===== src/rtl/virq_arbiter_if.sv =====
`default_nettype none
// ============================================================================
// Module   : virq_arbiter_if
// Summary  : Request/vector/ack bundle between the peripherals, the CPU and
//            virq_arbiter. The arbiter uses the slave modport.
// Revision : 1.0 - initial release
// ============================================================================
interface virq_arbiter_if #(
    parameter int NREQ = 4
);
    logic [NREQ-1:0]         req;
    logic [NREQ-1:0]         enable;
    logic [9*NREQ-1:0]       vectors;
    logic [NREQ-1:0]         ack;
    logic                    virq;
    logic [8:0]              virq_vector;
    logic                    virq_iack;
    logic [$clog2(NREQ)-1:0] active_id;

    modport master (
        output req, enable, vectors, virq_iack,
        input  ack, virq, virq_vector, active_id
    );

    modport slave (
        input  req, enable, vectors, virq_iack,
        output ack, virq, virq_vector, active_id
    );
endinterface
`default_nettype wire


===== src/rtl/virq_arbiter.sv =====
`default_nettype none
// ============================================================================
// Module   : virq_arbiter
// Summary  : Fixed-priority vectored-interrupt arbiter (index 0 highest) with
//            level/edge ack handshake. VIRQ_TIMEOUT_EN adds an ACK hold limit.
// Revision : 1.0 - initial release
// ============================================================================
module virq_arbiter #(
    parameter int NREQ    = 4,
    parameter int TIMEOUT = 255
) (
    input  logic          clk_sys,
    input  logic          reset_n,
    virq_arbiter_if.slave bus
);
    localparam int ID_W = $clog2(NREQ);

    if (NREQ < 2 || NREQ > 8 || TIMEOUT < 2) begin : g_param_check
        $error("virq_arbiter: NREQ must be 2..8 and TIMEOUT at least 2");
    end

    typedef enum logic [1:0] {
        IDLE  = 2'd0,
        OFFER = 2'd1,
        ACK   = 2'd2,
        GAP   = 2'd3
    } state_t;

    state_t          r_state;
    state_t          w_state_next;
    logic            r_iack_prev;
    logic            r_virq;
    logic [NREQ-1:0] r_ack;
    logic [8:0]      r_vector;
    logic [ID_W-1:0] r_active_id;

    logic [NREQ-1:0] w_pend;
    logic            w_have_pend;
    logic [ID_W-1:0] w_winner;
    logic [8:0]      w_win_vec;
    logic            w_iack_edge;
    logic            w_req_active;
    logic            w_timeout;
    logic [ID_W-1:0] w_id_next;
    logic [8:0]      w_vec_next;
    logic [NREQ-1:0] w_ack_next;

    assign w_pend       = bus.req & bus.enable;
    assign w_have_pend  = |w_pend;
    assign w_iack_edge  = bus.virq_iack & ~r_iack_prev;
    assign w_req_active = bus.req[r_active_id];

    // Scan from the top so the lowest pending index is the last one written.
    always_comb begin
        w_winner  = '0;
        w_win_vec = '0;
        for (int i = NREQ - 1; i >= 0; i--) begin
            if (w_pend[i]) begin
                w_winner  = ID_W'(i);
                w_win_vec = bus.vectors[9*i +: 9];
            end
        end
    end

`ifdef VIRQ_TIMEOUT_EN
    localparam int CNT_W = $clog2(TIMEOUT + 1);

    logic [CNT_W-1:0] r_cnt;
    logic [CNT_W-1:0] w_cnt_inc;

    assign w_cnt_inc = r_cnt + 1'b1;
    assign w_timeout = (w_cnt_inc == CNT_W'(TIMEOUT));

    // Held at zero outside ACK, so every ACK entry starts a fresh count.
    always_ff @(posedge clk_sys) begin
        if (!reset_n) begin
            r_cnt <= '0;
        end else if (r_state != ACK) begin
            r_cnt <= '0;
        end else begin
            r_cnt <= w_cnt_inc;
        end
    end
`else
    assign w_timeout = 1'b0;
`endif

    always_comb begin
        w_state_next = r_state;
        case (r_state)
            IDLE:    if (w_have_pend) w_state_next = OFFER;
            // An iack edge beats a same-cycle withdrawal: the CPU already took the vector.
            OFFER: begin
                if (w_iack_edge)       w_state_next = ACK;
                else if (!w_req_active) w_state_next = IDLE;
            end
            ACK:     if (!w_req_active || w_timeout) w_state_next = GAP;
            GAP:     w_state_next = IDLE;
            default: w_state_next = IDLE;
        endcase

        w_id_next  = '0;
        w_vec_next = '0;
        w_ack_next = '0;
        case (w_state_next)
            OFFER: begin
                w_id_next  = (r_state == IDLE) ? w_winner  : r_active_id;
                w_vec_next = (r_state == IDLE) ? w_win_vec : r_vector;
            end
            ACK: begin
                w_id_next              = r_active_id;
                w_ack_next[r_active_id] = 1'b1;
            end
            default: ;
        endcase
    end

    always_ff @(posedge clk_sys) begin
        if (!reset_n) begin
            r_state     <= IDLE;
            r_iack_prev <= 1'b1;
            r_virq      <= 1'b0;
            r_ack       <= '0;
            r_vector    <= '0;
            r_active_id <= '0;
        end else begin
            r_state     <= w_state_next;
            r_iack_prev <= bus.virq_iack;
            r_virq      <= (w_state_next == OFFER);
            r_ack       <= w_ack_next;
            r_vector    <= w_vec_next;
            r_active_id <= w_id_next;
        end
    end

    assign bus.virq        = r_virq;
    assign bus.ack         = r_ack;
    assign bus.virq_vector = r_vector;
    assign bus.active_id   = r_active_id;

endmodule
`default_nettype wire

===== src/flat_wrapper.sv =====
// flat-port wrapper written by rule: the top's interface ports become plain ports
module virq_arbiter_flat 
#(
    parameter int NREQ    = 4,
    parameter int TIMEOUT = 255
)
  (clk_sys, reset_n, bus_req, bus_enable, bus_vectors, bus_virq_iack, bus_ack, bus_virq, bus_virq_vector, bus_active_id);
  virq_arbiter_if #(.NREQ(NREQ)) bus_i ();
  input  logic clk_sys;
  input  logic reset_n;
  input wire logic [$bits(bus_i.req)-1:0] bus_req;
  input wire logic [$bits(bus_i.enable)-1:0] bus_enable;
  input wire logic [$bits(bus_i.vectors)-1:0] bus_vectors;
  input wire logic [$bits(bus_i.virq_iack)-1:0] bus_virq_iack;
  output wire logic [$bits(bus_i.ack)-1:0] bus_ack;
  output wire logic [$bits(bus_i.virq)-1:0] bus_virq;
  output wire logic [$bits(bus_i.virq_vector)-1:0] bus_virq_vector;
  output wire logic [$bits(bus_i.active_id)-1:0] bus_active_id;
  assign bus_i.req = bus_req;
  assign bus_i.enable = bus_enable;
  assign bus_i.vectors = bus_vectors;
  assign bus_i.virq_iack = bus_virq_iack;
  assign bus_ack = bus_i.ack;
  assign bus_virq = bus_i.virq;
  assign bus_virq_vector = bus_i.virq_vector;
  assign bus_active_id = bus_i.active_id;
  virq_arbiter #(.NREQ(NREQ), .TIMEOUT(TIMEOUT)) u_core (.clk_sys(clk_sys), .reset_n(reset_n), .bus(bus_i));
endmodule

===== config.mk =====
export PLATFORM = sky130hd
export DESIGN_NAME = virq_arbiter_flat
export DESIGN_NICKNAME = d
export VERILOG_FILES = /design/src/rtl/virq_arbiter_if.sv /design/src/rtl/virq_arbiter.sv /design/src/flat_wrapper.sv
export SDC_FILE = /design/constraint.sdc
export NUM_CORES = 1
export LEC_CHECK = 0
export BUFFER_PORTS_ARGS = -buffer_cell sky130_fd_sc_hd__buf_2
export CAP_MARGIN = 20
export CORE_MARGIN = 5
export CORE_UTILIZATION = 47
export CTS_CLUSTER_DIAMETER = 150
export CTS_CLUSTER_SIZE = 8
export DETAILED_ROUTE_END_ITERATION = 16
export PLACE_DENSITY_LB_ADDON = 0.08
export SYNTH_ARGS = -nofsm -noshare
export SYNTH_HDL_FRONTEND = slang
export SYNTH_SLANG_ARGS = --single-unit

===== constraint.sdc =====
create_clock -name clk_sys -period 2.8 [get_ports clk_sys]
set_input_delay 0.42 -clock clk_sys [delete_from_list [all_inputs] [get_ports clk_sys]]
set_output_delay 0.42 -clock clk_sys [all_outputs]
set_load 0.05 [all_outputs]

==> impl_metrics.csv <==
group,metric,value,unit
clock_tree,cts_tree,"done",
setup_path,path_delay_family,"compound AO/OA/AOI/OAI gates",
setup_path,crit_slowest_cell,"o31ai_2",
yosys,ys_ff_latch,19,
power_and_ir_drop,clkPwrFrac,20.1,%
clock_tree,post_cts_resize_count,0,
yosys,synth_common_cells,"19 x dfxtp_1, 13 x nor2_1, 11 x inv_1, 10 x a221oi_1, 10 x nand3_1",
setup_path,startpoint,"u_core.bus.active_id[0]",
sta,clock_skew,7.699,ps
setup_path,critPathRequiredTime,2950,ps
clock_tree,cts.sinks,19,
placed_design,port_buffers,62,
floorplan,die-width,59.60,µm
floorplan,rows,18,
job,maxCapViolCount,0,
setup_path,cp_max_fo,11,
floorplan,num_io_pins,63,
placed_design,hpwl,2.536,mm
global_routing,grt_pass1_wl,5.112,mm
finish,n_antenna_cell,0,
route,drt_first_pass_iters,4,
worst_hold_path,hp-class,"in2reg",
sta,rsz0062_at_grt,"no",
setup_path,cp_num_buf_inv,0,
setup_path,start_kind,"register",
setup_path,crit_path_max_incr_delay,660,ps
setup_path,end_kind,"register",
floorplan,die-area,3552,µm²
global_routing,grt_max_degree,21,
sta,max_freq,493.1,MHz
setup_path,r2r_start,"u_core.bus.active_id[0]",
global_routing,grtUsageTotal,18.52,%
power_and_ir_drop,p_int,435.1,µW
yosys,yosysMostFrequentCell,"dfxtp_1",
setup_path,path_cells,"mux4_2 > and4b_4 > o31ai_2 > nor4_1",
sta,fin_crit,2028,ps
yosys,yosysTopAreaCellShare,32.90,%
floorplan,start_util,47.98,%
sta,timing.final.crit_share,72.43,%
clock_tree,clk_path_buf_depth,2,
clock_tree,cts-root-buf,"clkbuf_4",
clock_tree,cts_buffers,3,
global_routing,overflow,0,
yosys,yosysWarnings,0,
route,wl_met2,1.379,mm
power_and_ir_drop,vdd.ir_drop.worst,0.0002866,V
clock_tree,htreeDepth,1,
finish,syn_to_final_growth,25.65,%
status,outcome,"completed",
yosys,synth_largest_area_cell,"dfxtp_1",
sta,drv_slew,0,
power_and_ir_drop,p_sw,249.9,µW
yosys,synth_area_leaders,"dfxtp_1 33%, a221oi_1 7.6%, o311ai_0 6.8%, o21a_1 5.8%, nor4_1 4.9%",
worst_hold_path,hp-start,"bus_virq_iack",
clock_tree,path_clk_slew,110,ps
clock_tree,cts_setup_buffers,0,
sta,hold_slack,321.6,ps
sta,hold_violations,0,
sta,worst_pin_slew,738.9,ps
route,drt_iter0_drc,20,
route,met3_length,274,µm
power_and_ir_drop,leakagePower,0.0006790,µW
route,wl_met1,1.400,mm
sta,setup_viol,0,
setup_path,cp.arrival,2180,ps
setup_path,reg2reg_slack,770,ps
route,routed_wl,3.101,mm
yosys,ys_seq_area_share,32.90,%
route,viasPerCell,5.468,
clock_tree,clk_latency,300,ps
yosys,ys_async_sr_fraction,0,%
power_and_ir_drop,seqPwrFrac,44.5,%
placed_design,gp_congestion,0.8501,
finish,drive_above_1_share,40.10,%
floorplan,core_area,2410,µm²
route,drc,0,
route,ant_nets,0,
finish,nets,240,
yosys,syn_avg_cell_area,8.439,µm²
yosys,synth-edff-count,0,
power_and_ir_drop,p_comb_share,35.4,%
global_routing,antenna_found_initial,0,
clock_tree,postCtsHoldBufs,0,
yosys,synthCells,137,
route,top_layer,"met4",
global_routing,grt_pass1_vias,1201,
sta,relSlewSlack,50.45,%
sta,setup_tns,0,ps
yosys,synth_nets,184,
power_and_ir_drop,swShare,36.48,%
route,num_vias,1214,
setup_path,critPathKind,"reg2reg",
power_and_ir_drop,powerDensity,471.5,nW/µm²
floorplan,die_h,59.60,µm
yosys,synthesis.area,1156,µm²
route,wire_per_inst,13.97,µm
finish,filler_cell_count,232,
yosys,synth_flop_cell,"dfxtp_1",
yosys,yosysUniqueCellTypes,35,
==> sequential cells by signal (all words and copies together) (netlist names) <==
register	cells
u_core.bus.ack	4
u_core.bus.active_id	2
u_core.bus.virq	1
u_core.r_state	2
u_core.bus.virq_vector	9
u_core.r_iack_prev	1
==> worst paths after layout <==
kind | end | cells past startpoint
hold reg to reg | u_core.bus.virq_vector[0] | 2
setup reg to reg | u_core.bus.virq_vector[4] | 4
setup / recovery | u_core.bus.virq_vector[4] | 4
hold / removal | u_core.r_iack_prev | 2
==> per-stage QoR <==
stage	util [%]	total power, µW	setup WS (ps)	std cells	cell area [µm²]
6_report	60.28	684.9	772.1	222	1453
3_5_place_dp	59.19	552.5	580.3	218	1426
4_1_cts	60.28	687.8	776.1	222	1453
2_1_floorplan	-	489.4	685.2	137	1156
5_1_grt	60.28	724.1	624.9	222	1453
3_3_place_gp	59.19	547.6	620.2	218	1426
==> cell usage in the layout (no fill, tap or decap), types with 2 or more instances in the layout <==
master | Yosys | routed
a221oi_1 | 10 | 10
buf_2 | 0 | 62
buf_4 | 1 | 2
clkbuf_4 | 0 | 3
dfxtp_1 | 19 | 19
inv_1 | 11 | 11
mux2_2 | 2 | 2
nand2_1 | 7 | 7
nand3_1 | 10 | 10
nor2_1 | 13 | 13
nor3b_1 | 2 | 2
nor4_1 | 9 | 9
o21a_1 | 9 | 9
o21ai_0 | 4 | 4
o311ai_0 | 9 | 9
or2_2 | 2 | 2
==> cell type report <==
| class | count | area [µm²] | share of cell area (%) |
|---|---|---|---|
| repair buffers | 64 | 325.3 | 22.39 |
| clock buffers | 4 | 26.28 | 1.809 |
| well taps | 30 | 37.54 | 2.584 |
| inverters | 11 | 41.29 | 2.842 |
| flip-flops and latches | 19 | 380.4 | 26.18 |
| multi-input cells | 94 | 641.9 | 44.19 |
==> power by group through the flow <==
stage               logic, µW  registers (µW)  clock network [µW]
finish                    242             305                 138
global route              263             309                 152
CTS                       242             305                 141
detailed placement        241             311                   0
global placement          237             310                   0
floorplan                 117             372                   0
==> metal layers <==
metal / track usage (%) / up-vias
met5: 0 / -
li1: - / 622
met2: 29.49 / 53
met1: 25.26 / 534
met3: 2.832 / 5
met4: 6.646 / 0
==> worst reg2reg max path, delay by kind of cell (launching register included) <==
kind / cells / cell delay, ps
compound gates: 1 / 660
flops: 1 / 370
mux: 1 / 510
simple gates: 2 / 340
==> cell families after synthesis <==
group,count (synthesis),share of synthesized area (%)
DFF,19,32.90
AOI/OAI and AO/OA,36,25.76
muxes,3,3.896
and+or+nand+nor,55,25.87
buffers and inverters,24,11.58
No activity file was read; power rests on OpenSTA's default activity.
